**config.mk**
```make
export PLATFORM = sky130hd
export DESIGN_NAME = seq_divider_flat
export DESIGN_NICKNAME = d
export VERILOG_FILES = /design/src/rtl/seq_divider_if.sv /design/src/rtl/seq_divider.sv /design/src/flat_wrapper.sv
export SDC_FILE = /design/constraint.sdc
export NUM_CORES = 1
export LEC_CHECK = 0
export CELL_PAD_IN_SITES_DETAIL_PLACEMENT = 0
export CELL_PAD_IN_SITES_GLOBAL_PLACEMENT = 1
export CORE_MARGIN = 10
export CORE_UTILIZATION = 37
export DETAILED_ROUTE_END_ITERATION = 16
export PLACE_DENSITY = 0.83
export SYNTH_ARGS = -nofsm -noshare
export SYNTH_HDL_FRONTEND = slang
export SYNTH_SLANG_ARGS = --single-unit
```
**constraint.sdc**
```tcl
create_clock -name clk -period 1.6 [get_ports clk]
set_input_delay 0.32 -clock clk [delete_from_list [all_inputs] [get_ports clk]]
set_output_delay 0.32 -clock clk [all_outputs]
set_load 0.02 [all_outputs]
```
**src/rtl/seq_divider_if.sv**
```systemverilog
// rtl/seq_divider_if.sv - start/busy/done handshake and operand/result bundle for seq_divider
`timescale 1ns/1ps
interface seq_divider_if #(
   parameter int DW = 8,
   parameter int VW = 4
);
   logic          start;
   logic [DW-1:0] dividend;
   logic [VW-1:0] divisor;
   logic          busy;
   logic          done;
   logic [DW-1:0] quotient;
   logic [VW-1:0] remainder;
   logic          div_by_zero;

   modport master (
      output start, dividend, divisor,
      input  busy, done, quotient, remainder, div_by_zero
   );

   modport slave (
      input  start, dividend, divisor,
      output busy, done, quotient, remainder, div_by_zero
   );
endinterface

```
**src/rtl/seq_divider.sv**
```systemverilog
// rtl/seq_divider.sv - multi-cycle restoring divider, one quotient bit per clock
`timescale 1ns/1ps
module seq_divider #(
   parameter int DW = 8,
   parameter int VW = 4
) (
   input  logic        clk,
   input  logic        rst_n,
   seq_divider_if.slave bus
);
   localparam int CW = (DW > 1) ? $clog2(DW) : 1;

   typedef enum logic [1:0] {
      S_IDLE,
      S_CALC,
      S_DONE
   } state_t;

   state_t         r_state;
   state_t         w_state_next;
   logic [CW-1:0]  r_count;
   logic [DW-1:0]  r_dvd;
   logic [VW-1:0]  r_dvs;
   logic [VW-1:0]  r_prem;
   logic [DW-1:0]  r_quo_w;
   logic [DW-1:0]  r_quotient;
   logic [VW-1:0]  r_remainder;
   logic           r_dbz;

   logic           w_accept;
   logic           w_zero;
   logic           w_last;
   logic [VW:0]    w_shift;
   logic           w_ge;
   logic [VW-1:0]  w_sub;
   logic [VW-1:0]  w_prem_next;
   logic [DW-1:0]  w_quo_next;

   assign w_accept = bus.start && (r_state != S_CALC);
   assign w_zero   = (bus.divisor == '0);
   assign w_last   = (r_count == '0);

   // The restored partial remainder is always below the divisor, so only the
   // shifted value needs the extra bit; the subtraction result fits in VW bits.
   assign w_shift     = {r_prem, r_dvd[DW-1]};
   assign w_ge        = (w_shift >= {1'b0, r_dvs});
   assign w_sub       = w_shift[VW-1:0] - r_dvs;
   assign w_prem_next = w_ge ? w_sub : w_shift[VW-1:0];
   assign w_quo_next  = {r_quo_w[DW-2:0], w_ge};

   always_ff @(posedge clk or negedge rst_n) begin
      if (!rst_n) begin
         r_state <= S_IDLE;
      end else begin
         r_state <= w_state_next;
      end
   end

   always_comb begin
      w_state_next = r_state;
      case (r_state)
         S_IDLE, S_DONE: begin
            if (w_accept) begin
               w_state_next = w_zero ? S_DONE : S_CALC;
            end else begin
               w_state_next = S_IDLE;
            end
         end
         S_CALC: begin
            if (w_last) begin
               w_state_next = S_DONE;
            end
         end
         default: w_state_next = S_IDLE;
      endcase
   end

   always_ff @(posedge clk or negedge rst_n) begin
      if (!rst_n) begin
         r_count     <= '0;
         r_dvd       <= '0;
         r_dvs       <= '0;
         r_prem      <= '0;
         r_quo_w     <= '0;
         r_quotient  <= '0;
         r_remainder <= '0;
         r_dbz       <= 1'b0;
      end else begin
         if (r_state == S_CALC) begin
            r_prem  <= w_prem_next;
            r_dvd   <= {r_dvd[DW-2:0], 1'b0};
            r_quo_w <= w_quo_next;
            r_count <= r_count - CW'(1);
            if (w_last) begin
               r_quotient  <= w_quo_next;
               r_remainder <= w_prem_next;
               r_dbz       <= 1'b0;
            end
         end else if (w_accept) begin
            if (w_zero) begin
               r_quotient  <= '1;
               r_remainder <= bus.dividend[VW-1:0];
               r_dbz       <= 1'b1;
            end else begin
               r_dvd   <= bus.dividend;
               r_dvs   <= bus.divisor;
               r_prem  <= '0;
               r_quo_w <= '0;
               r_count <= CW'(DW - 1);
            end
         end
      end
   end

   assign bus.busy        = (r_state == S_CALC);
   assign bus.done        = (r_state == S_DONE);
   assign bus.quotient    = r_quotient;
   assign bus.remainder   = r_remainder;
   assign bus.div_by_zero = r_dbz;
endmodule
```
**src/flat_wrapper.sv**
```systemverilog
// flat-port wrapper written by rule: the top's interface ports become plain ports
module seq_divider_flat 
#(
   parameter int DW = 8,
   parameter int VW = 4
)
  (clk, rst_n, bus_start, bus_dividend, bus_divisor, bus_busy, bus_done, bus_quotient, bus_remainder, bus_div_by_zero);
  seq_divider_if #(.DW(DW), .VW(VW)) bus_i ();
  input  logic clk;
  input  logic rst_n;
  input wire logic [$bits(bus_i.start)-1:0] bus_start;
  input wire logic [$bits(bus_i.dividend)-1:0] bus_dividend;
  input wire logic [$bits(bus_i.divisor)-1:0] bus_divisor;
  output wire logic [$bits(bus_i.busy)-1:0] bus_busy;
  output wire logic [$bits(bus_i.done)-1:0] bus_done;
  output wire logic [$bits(bus_i.quotient)-1:0] bus_quotient;
  output wire logic [$bits(bus_i.remainder)-1:0] bus_remainder;
  output wire logic [$bits(bus_i.div_by_zero)-1:0] bus_div_by_zero;
  assign bus_i.start = bus_start;
  assign bus_i.dividend = bus_dividend;
  assign bus_i.divisor = bus_divisor;
  assign bus_busy = bus_i.busy;
  assign bus_done = bus_i.done;
  assign bus_quotient = bus_i.quotient;
  assign bus_remainder = bus_i.remainder;
  assign bus_div_by_zero = bus_i.div_by_zero;
  seq_divider #(.DW(DW), .VW(VW)) u_core (.clk(clk), .rst_n(rst_n), .bus(bus_i));
endmodule
```
Yosys cells after proc, flatten, opt, wreduce, memory -nomap -nowiden
Index checks and enable logic that the tools add are counted.
Widths: inputs -> output; s select.
Cells by class
  $add $sub $neg: 2
  multiply operators: 0
  div/mod/pow operators: 0
  order comparisons: 1
  eq/ne operators: 5
  shift-type cells: 0
  mux-type cells: 29
  bitwise operators: 2
  reduce and logical (&&, ||, !) cells: 10
Operators by type and width (count)
  $mux 8: 7
  $mux 4: 8
  $mux 7: 3
  $mux 3: 3
  $mux 2: 3
  $reduce_and 3->1: 2
  $ge 5x4->1: 1
  $logic_not 4->1: 1
  $mux 1: 4
  $ne 2x1->1 const B: 2
  $pmux 2 s2: 1
  $reduce_bool 2->1: 2
  $sub 4x4->4: 1
  $logic_not 3->1: 1
  $sub 3x1->3 const B: 1
  $eq 2x1->1 const B: 1
  $eq 2x2->1 const B: 1
  $logic_not 2->1: 1
  $ne 2x2->1 const B: 1
  $not 1->1: 2
  $reduce_and 2->1: 1
  $reduce_or 2->1: 1
  $logic_and 1x1->1: 1
Storage, ports and cells
  register bits: 41
  bits in latches: 0
  RAM bits: 0
  ROM bits: 0
  input port bits: 15
  output and inout port bits: 15
  memories kept: 0

Longest topological paths before layout
Gate-level depths: netlist of the first run.
  depth after elaboration: 4
  mapped depth: 8

Worst setup path after synthesis of the first run
Ideal clock, no wire load.
  path kind: flip-flop to flip-flop
  start: register u_core.r_dvd[7]
  end: register u_core.r_remainder[2] (netlist: u_core.bus.remainder[2])
  arrival: 1.661 ns
  data required time: 1.518 ns
  slack: -0.143 ns
  stages on the path, launching flop included: 8
  buffers on the path: 0
  period minus slack after synthesis: 1.743 ns
  cells stage by stage: dfrtp_1 inv_1 ha_1 inv_1 fa_1 xnor2_1 or4_1 a31oi_1
On the way
  longest elaborated chain between the ends: 4
RTL lines
  start, declared: RTL line seq_divider.sv:22  | logic [DW-1:0] r_dvd;
  start signal, assigned: RTL line seq_divider.sv:91  | r_dvd <= {r_dvd[DW-2:0], 1'b0};
  start signal, assigned: RTL line seq_divider.sv:105  | r_dvd <= bus.dividend;
  $sub 4x4->4 or $ge 5x4->1 (tied branches): RTL line seq_divider.sv:47, seq_divider.sv:46
  $mux 4 (*): RTL line seq_divider.sv:48  | assign w_prem_next = w_ge ? w_sub : w_shift[VW-1:0];
  $mux 4 (*): RTL line seq_divider.sv:94  | if (w_last) begin
  $mux 4 (*): RTL line seq_divider.sv:89  | if (r_state == S_CALC) begin
  end signal, assigned: RTL line seq_divider.sv:96  | r_remainder <= w_prem_next;
  end signal, assigned: RTL line seq_divider.sv:102  | r_remainder <= bus.dividend[VW-1:0];
  end, declared: RTL line seq_divider.sv:27  | logic [VW-1:0] r_remainder;
Every way passes the cells marked *; elsewhere a longest branch is shown, timed or not. The select of a mux whose other input is x is not followed.
A chain may end at the register's enable or synchronous reset.

Final worst setup path of the first run
  start: register u_core.r_dvd[7]
  end: register u_core.r_remainder[0] (netlist: u_core.bus.remainder[0])
Same word-level chain as after synthesis.

==> results of run 1 <==
-- metal layers --
layer	vias up	GRT usage	share of wire	wire length (um)
met5	-	0	0	0
met4	0	0.0501	0.0096	46
met3	4	0.0272	0.076	362
met2	45	0.159	0.45	2150
met1	799	0.156	0.46	2210
li1	833	-	-	-
-- what timing repair did --
item                                    in CTS  in global routing
pin swaps                                    5                 11
hold endpoints to repair                     8                  0
endpoints found under the setup margin      39                 28
cloned                                       1                  1
hold buffers                                 1                  0
setup buffers                                0                  3
gates resized for setup                     23                 30
-- worst min-delay path by stage --
stage | slack [ps] | from | cells past startpoint | endpoint
after CTS | 490 | u_core.bus.div_by_zero | 2 | u_core.bus.div_by_zero
after floorplan | 20 | rst_n | 0 | u_core.bus.div_by_zero
after detailed placement | 320 | rst_n | 2 | u_core.bus.quotient[7]
final | 490 | u_core.bus.quotient[7] | 1 | u_core.bus.quotient[7]
after global placement | 310 | rst_n | 2 | u_core.bus.quotient[6]
after global routing | 510 | u_core.bus.quotient[7] | 1 | u_core.bus.quotient[7]
-- cells in the mapped netlist --
master / number
sky130_fd_sc_hd__or4_4: 1
sky130_fd_sc_hd__dfrtp_1: 41
sky130_fd_sc_hd__a21oi_1: 8
sky130_fd_sc_hd__o41ai_1: 1
sky130_fd_sc_hd__o211ai_1: 4
sky130_fd_sc_hd__nand3_1: 10
sky130_fd_sc_hd__mux2_2: 1
sky130_fd_sc_hd__o31ai_4: 1
sky130_fd_sc_hd__o22a_2: 1
sky130_fd_sc_hd__buf_4: 1
sky130_fd_sc_hd__nand3b_1: 2
sky130_fd_sc_hd__nor2_1: 22
sky130_fd_sc_hd__o22ai_1: 1
sky130_fd_sc_hd__nand4_1: 1
sky130_fd_sc_hd__nor3b_1: 1
sky130_fd_sc_hd__nand2_1: 29
sky130_fd_sc_hd__buf_1: 2
sky130_fd_sc_hd__buf_6: 1
sky130_fd_sc_hd__ha_1: 6
sky130_fd_sc_hd__a22oi_1: 2
sky130_fd_sc_hd__nand2b_1: 4
sky130_fd_sc_hd__nand4b_1: 2
sky130_fd_sc_hd__or2_2: 2
sky130_fd_sc_hd__nor2b_1: 1
sky130_fd_sc_hd__o21ai_0: 15
sky130_fd_sc_hd__nor3_1: 7
sky130_fd_sc_hd__or4_1: 2
sky130_fd_sc_hd__o31a_2: 1
sky130_fd_sc_hd__buf_2: 2
sky130_fd_sc_hd__clkbuf_1: 4
sky130_fd_sc_hd__mux2i_1: 9
sky130_fd_sc_hd__and2_1: 1
sky130_fd_sc_hd__fa_1: 1
sky130_fd_sc_hd__a2111oi_4: 1
sky130_fd_sc_hd__xnor2_1: 1
sky130_fd_sc_hd__inv_1: 11
sky130_fd_sc_hd__a31oi_1: 4
-- worst reg2reg max path, cell delays in order, from the launching register on --
cell and delay [ps]:
sky130_fd_sc_hd__dfrtp_1 360, sky130_fd_sc_hd__inv_2 60, sky130_fd_sc_hd__ha_4 260, sky130_fd_sc_hd__nand2b_4 120, sky130_fd_sc_hd__a2111oi_4 60, sky130_fd_sc_hd__buf_4 160, sky130_fd_sc_hd__or4_4 490, sky130_fd_sc_hd__a31oi_1 190
-- placed cells by master (no fill, tap or decap), types with 4 or more instances in the layout --
| cell type | instances |
|---|---|
| sky130_fd_sc_hd__a21oi_1 | 6 |
| sky130_fd_sc_hd__buf_4 | 27 |
| sky130_fd_sc_hd__buf_6 | 5 |
| sky130_fd_sc_hd__clkbuf_8 | 5 |
| sky130_fd_sc_hd__clkdlybuf4s50_1 | 9 |
| sky130_fd_sc_hd__dfrtp_1 | 39 |
| sky130_fd_sc_hd__dlygate4sd2_1 | 8 |
| sky130_fd_sc_hd__dlymetal6s2s_1 | 9 |
| sky130_fd_sc_hd__ha_4 | 6 |
| sky130_fd_sc_hd__inv_1 | 6 |
| sky130_fd_sc_hd__inv_2 | 5 |
| sky130_fd_sc_hd__mux2i_1 | 9 |
| sky130_fd_sc_hd__nand2_1 | 29 |
| sky130_fd_sc_hd__nand3_1 | 9 |
| sky130_fd_sc_hd__nor2_1 | 21 |
| sky130_fd_sc_hd__nor3_1 | 6 |
| sky130_fd_sc_hd__o211ai_1 | 4 |
| sky130_fd_sc_hd__o21ai_0 | 12 |
-- flip-flops by register name, indices dropped and copies added (netlist names), 2 cells and up --
signal / cells
u_core.bus.remainder: 4
u_core.r_prem: 4
u_core.r_state: 2
u_core.r_count: 3
u_core.r_quo_w: 7
u_core.bus.quotient: 8
u_core.r_dvd: 8
u_core.r_dvs: 4
-- layout make-up --
| cell class | count | share of cell area |
|---|---|---|
| Clock buffer | 5 | 0.0237 |
| Clock inverter | 3 | 0.0160 |
| Inverter | 11 | 0.0142 |
| Multi-Input combinational cell | 142 | 0.351 |
| Sequential cell | 41 | 0.355 |
| Tap cell | 70 | 0.0302 |
| Timing Repair Buffer | 65 | 0.209 |
-- kinds of logic (layout without fill, tap and decap cells) --
logic type                 count (synthesis)  count (layout)  synth area share
muxes                                     10              10            0.0509
AOI/OAI and AO/OA                         39              39             0.135
xor gates and xnor gates                   1               1           0.00440
DFF                                       41              41             0.515
and+or+nand+nor                           85              85             0.200
buffers and inverters                     21              84            0.0465
adders and majority gates                  7               7            0.0477
-- where the power goes --
group | switching, mW | internal (mW)
Clock | 0.372 | 0.467
Sequential | 0.287 | 1.51
Combinational | 1.67 | 1.60
Total | 2.33 | 3.57
==> flow_summary.rst, run 1 <==
.. list-table::
   :header-rows: 1

   * - Metric
     - Value
   * - Diode insertion count for antenna repair
     - 0
   * - Number of endpoints with negative hold slack in the final report
     - 0
   * - Largest net degree at the start of global routing
     - between 40 and 50
   * - Logic depth of the worst register-to-register path
     - 7
   * - Starting utilization of the core area
     - 0.385
   * - Vias per cell
     - about 5.0
   * - Clk_lat worst skew
     - 290 ps
   * - Post-Place Setup Slack
     - -434 ps
   * - Area of the multi-input gates
     - between 1000 and 1500 um^2
   * - Die Ht
     - between 90 and 100 um
   * - Std cell rows
     - 26
   * - Power consumption
     - slightly below 6 mW
   * - First-pass GRT wire length
     - about 8000 um
   * - Detailed-route wire length
     - ~4800 um
   * - Final setup skew
     - ~7.1 ps
   * - Sequential share of the synthesized area
     - 0.515
   * - Final number of max-transition violations
     - 0
   * - Source of the worst register-to-register timing path
     - u_core.r_dvd[7]
   * - Last weighted congestion value of the routability-driven placer
     - 0.820
   * - Number of placed I/O pins
     - 30
   * - Number of distinct library cells after synthesis
     - 37
   * - Cell area after layout
     - approximately 2900 um^2
   * - Via count of the first global-routing pass
     - approximately 1,600
   * - Clock tree buffer depth
     - 2
   * - Layout Utilization
     - 0.560
   * - Fin crit period
     - between 1500 and 2000 ps
   * - Via count of the routed design
     - approximately 1,700
   * - Setup repair after global routing missed its margin
     - true
   * - Post-Route Setup TNS
     - -554 ps
   * - All-Layer GR Usage
     - 0.112
   * - Post-route worst setup slack
     - -177 ps
   * - Synthesized area per cell
     - slightly below 10 um^2
   * - IO Port Bufs
     - 29
   * - Library cell used as clock root buffer
     - sky130_fd_sc_hd__clkbuf_8
   * - CP startpoint
     - u_core.r_dvd[7]
   * - Internal reg-to-reg setup slack
     - -180 ps
   * - Endpoint of the worst-slack reg-to-reg timing path
     - u_core.bus.remainder[0]
   * - PD cells
     - between 2000 and 2500 nW/um^2
   * - Violated checks
     - negative setup slack
   * - Setup Viol. Count Final
     - 8
   * - Number of instances in the synthesized netlist
     - 204
   * - Die W
     - roughly 93 um
   * - Area added between synthesis and finish
     - 45.5%
   * - Maximum operating frequency
     - 563 MHz
   * - Arrival time reported for the critical path endpoint
     - around 2000 ps
   * - CTS sink count
     - 41
   * - Highest-delay cell along the critical path
     - sky130_fd_sc_hd__or4_4
   * - Detail Placement HPWL
     - about 3400 um
   * - Cell type group with the largest total delay on the critical path
     - simple AND/OR/NAND/NOR gates
   * - Post-route clock period utilization
     - 1.11
   * - Num CTS Buffers
     - 5
   * - Crit path cell chain
     - inv_2 > ha_4 > nand2b_4 > a2111oi_4 > buf_4 > or4_4 > a31oi_1
   * - Crit path to
     - u_core.bus.remainder[0]
   * - Post-synthesis net count
     - ~230
   * - Total Die Area
     - a little under 9000 um^2
   * - CTS tree
     - done
   * - Cell area after synthesis
     - between 1500 and 2000 um^2
   * - Flip-flop and latch count after synthesis
     - a little over 40
   * - Core area
     - around 5200 um^2
   * - Result of the run
     - finished, violations left
   * - Initial antenna violation count
     - 0
   * - Synthesis warning total
     - 0
   * - Path length in cells of the critical path
     - 7
   * - Final routed wire length divided by cell count
     - between 10 and 15 um
   * - H-tree levels
     - 2
   * - Filler Cells Inserted
     - 466
   * - Worst hold slack
     - 491 ps
   * - HP Class
     - reg -> reg
   * - GRT Residual Overflow
     - 0
   * - Cell count after placement
     - 323
   * - Cell Count, Final, Fillers Out
     - between 300 and 400
   * - Buffer and inverter count on the worst path
     - 2
   * - Register Area
     - just over 1000 um^2
   * - Cell taking the most area after synthesis
     - sky130_fd_sc_hd__dfrtp_1
   * - Maximum single-stage delay on the critical path
     - ~500 ps
   * - Slew at the pin with the worst max-slew slack
     - about 370 ps
   * - Post-synth top area share
     - 0.515
   * - Crit Path Class
     - reg -> reg
   * - Proportion of layout cells with a drive suffix above 1
     - 0.288
   * - Max capacitance violation total
     - 0
   * - Number of nets with antenna violations after detailed routing
     - 0
   * - Nature of the critical path endpoint
     - register
   * - Worst Path Max Fanout
     - 7
   * - Critical path required time
     - 1810 ps
   * - Number of nets in the final layout
     - around 290
   * - Startpoint types
     - register
   * - Max IR drop VDD
     - ~0.62 mV
   * - Count of TritonRoute iterations in the first routing pass
     - 4
   * - Placed standard-cell area
     - approximately 2600 um^2
   * - Detailed router's first-iteration violation count
     - roughly 130
   * - Top cells by area in the synthesized netlist
     - sky130_fd_sc_hd__dfrtp_1 (52%), sky130_fd_sc_hd__nand2_1 (5.5%), sky130_fd_sc_hd__mux2i_1 (4.5%)
   * - Worst-case headroom to the max-slew limit
     - 0.750
   * - Drc violations
     - 0
   * - Clock slew at reported path FFs
     - 80 ps
   * - Standby leakage power
     - roughly 1.3 nW
(Power assumes the default switching activity.)
==> run 2, diff against run 1 <==
--- a/config.mk
+++ b/config.mk
@@ -14,3 +14,4 @@
 export SYNTH_ARGS = -nofsm -noshare
 export SYNTH_HDL_FRONTEND = slang
 export SYNTH_SLANG_ARGS = --single-unit
+export TNS_END_PERCENT = 100
==> results of run 2 <==
Same layout as run 1: the final DEF is identical, and so are final timing and power.
==> RTL edit (config.mk and constraints of run 2) <==
Re-encode `state_t` (3 states) as one-hot, 3 bits wide.
--- a/src/rtl/seq_divider.sv
+++ b/src/rtl/seq_divider.sv
@@ -10,10 +10,10 @@
 );
    localparam int CW = (DW > 1) ? $clog2(DW) : 1;
 
-   typedef enum logic [1:0] {
-      S_IDLE,
-      S_CALC,
-      S_DONE
+   typedef enum logic [2:0] {
+      S_IDLE = 3'b001,
+      S_CALC = 3'b010,
+      S_DONE = 3'b100
    } state_t;
 
    state_t         r_state;
Behaviour: no difference found for any inputs over 10 cycles, from zero or initial values and one cycle with rst_n low; not proved beyond that.
==> RTL edit against run 2 <==
- the run still ends with setup timing left
- critical path type unchanged
- routed wire length is 4.7% higher
- critical path depth stayed put
- highest routed layer unchanged
- setup slack worse by 0.077 ns
- largest power group unchanged
- synthesized area is 3.2% higher
- sequential cell count is 1 higher
- count of clock-buffer cells in the layout is 1 higher
- design area is 3.5% higher
- total power is 21% lower
==> RTL edit: results (changes against run 2) <==
** Route
- The detailed-route via count was 1,734 (+3.2%).

** Synth
- XOR/XNOR Fraction of Synth Area :: 0.426% (-0.014 points)
- Post-synth net total :: 229 (+1.3%)
- The mux contribution to synthesized area is 4.93% (-0.16 points).
- List of most frequent post-synthesis cells :: dfrtp_1 (41), nand2_1 (21), nor2_1 (19), o21ai_0 (19), inv_1 (15)
- Synthesized instance count :: 207 (+1.5%)
- Top area cells in the synthesized netlist :: dfrtp_1 (50%), o21ai_0 (4.6%), mux2i_1 (4.4%)
- Share of synthesized area occupied by flip-flops and latches :: 51.2% (-0.32 points)

** Timing
- Worst-case setup margin in the final layout :: -0.254 ns (-0.0770 ns)
- The slew at the pin with the worst max-slew slack was 0.307 ns (-0.0672 ns).
- Final number of setup-violating endpoints :: 11 (+3)
- Setup skew after layout :: 0.00700 ns (-0.000130 ns)

** Worst hold path
- Worst hold start :: bus_divisor[2]

** Final layout
- Number of clock buffers in the layout :: 6 (+1)
- The total area of multi-input combinational cells is 0.00103 sq mm (+0.98%).
- Clock tree cell share of total cell area :: 2.88% (-1.1 points)
- The number of buffers outside the clock class in the layout is 70 (+7.7%).
- The layout multi-input combinational cell count came to 138 (-2.8%).
- The number of ordinary inverters in the final layout is 16 (+5).

** Power and ir drop
- Sequential-cell power consumption :: 1570 uW (-12%)
- Leakage power :: 0.00135 uW (+0.52%)

** Run status
- The final reports fail on setup timing.
- Result of the run :: complete, but fails checks

** Critical path
- The worst path arrival time came to 2.08 ns (+0.10 ns).

** Global routing
- Met1 global-route usage :: 14.9% (-0.76 points)
- Largest net degree at the start of global routing :: 43 (+2.4%)
- The global router's overall resource usage was 11.9% (+0.65 points).
- GR Util met2 :: 19.0% (+3.1 points)
-- RTL edit: stage by stage --
| stage | TNS (ns) | hold slack, ns | setup slack [ns] | power [uW] | cell area (sq um) |
|---|---|---|---|---|---|
| after CTS | -1.20 | 0.496 | -0.204 | 4540 | 2860 |
| final | -1.38 | 0.343 | -0.254 | 4670 | 3000 |
| after detailed placement | -8.06 | 0.314 | -0.270 | 3890 | 2770 |
| after global placement | -7.08 | 0.311 | -0.228 | 3830 | 2770 |
| after global routing | -2.25 | 0.380 | -0.299 | 5020 | 3000 |
| after floorplan | -1.18 | 0.0244 | -0.140 | 2920 | 2170 |
-- RTL edit: repair_timing --
item,CTS,global route
hold buffers,1,0
cloned,0,1
pin swaps,8,10
setup endpoints to repair,31,39
setup buffers,1,6
gates resized for setup,22,21
hold endpoints to repair,41,0
-- RTL edit: worst paths after layout --
check                                                      endpoint  slack [ns]  cells after the start
worst max-delay path            u_core.bus.remainder[0]$_DFFE_PN0P_       -0.25                      7
worst min-delay path                    u_core.r_dvs[2]$_DFFE_PN0P_        0.34                      3
worst max register to register  u_core.bus.remainder[0]$_DFFE_PN0P_       -0.25                      7
worst min register to register          u_core.r_dvd[3]$_DFFE_PN0P_        0.49                      2
max in group asynchronous             u_core.r_state[0]$_DFFE_PN1P_        0.81                      3
min in group asynchronous               u_core.r_dvd[4]$_DFFE_PN0P_        0.52                      3
-- RTL edit: metal layers --
metal  up-vias  part of all wire (%)
met4         0                   1.5
met2        30                    48
li1        861                     -
met3         8                   3.7
met1       835                    47
met5         -                     0
-- RTL edit: cell families (layout without fill, tap and decap cells) --
kind of cell    count (synthesis)  after routing
compound gates                 49             49
xor+xnor                        1              1
fa+ha+maj                       7              7
buf+inv                        27             94
flops                          42             42
mux                            10             10
simple gates                   71             71
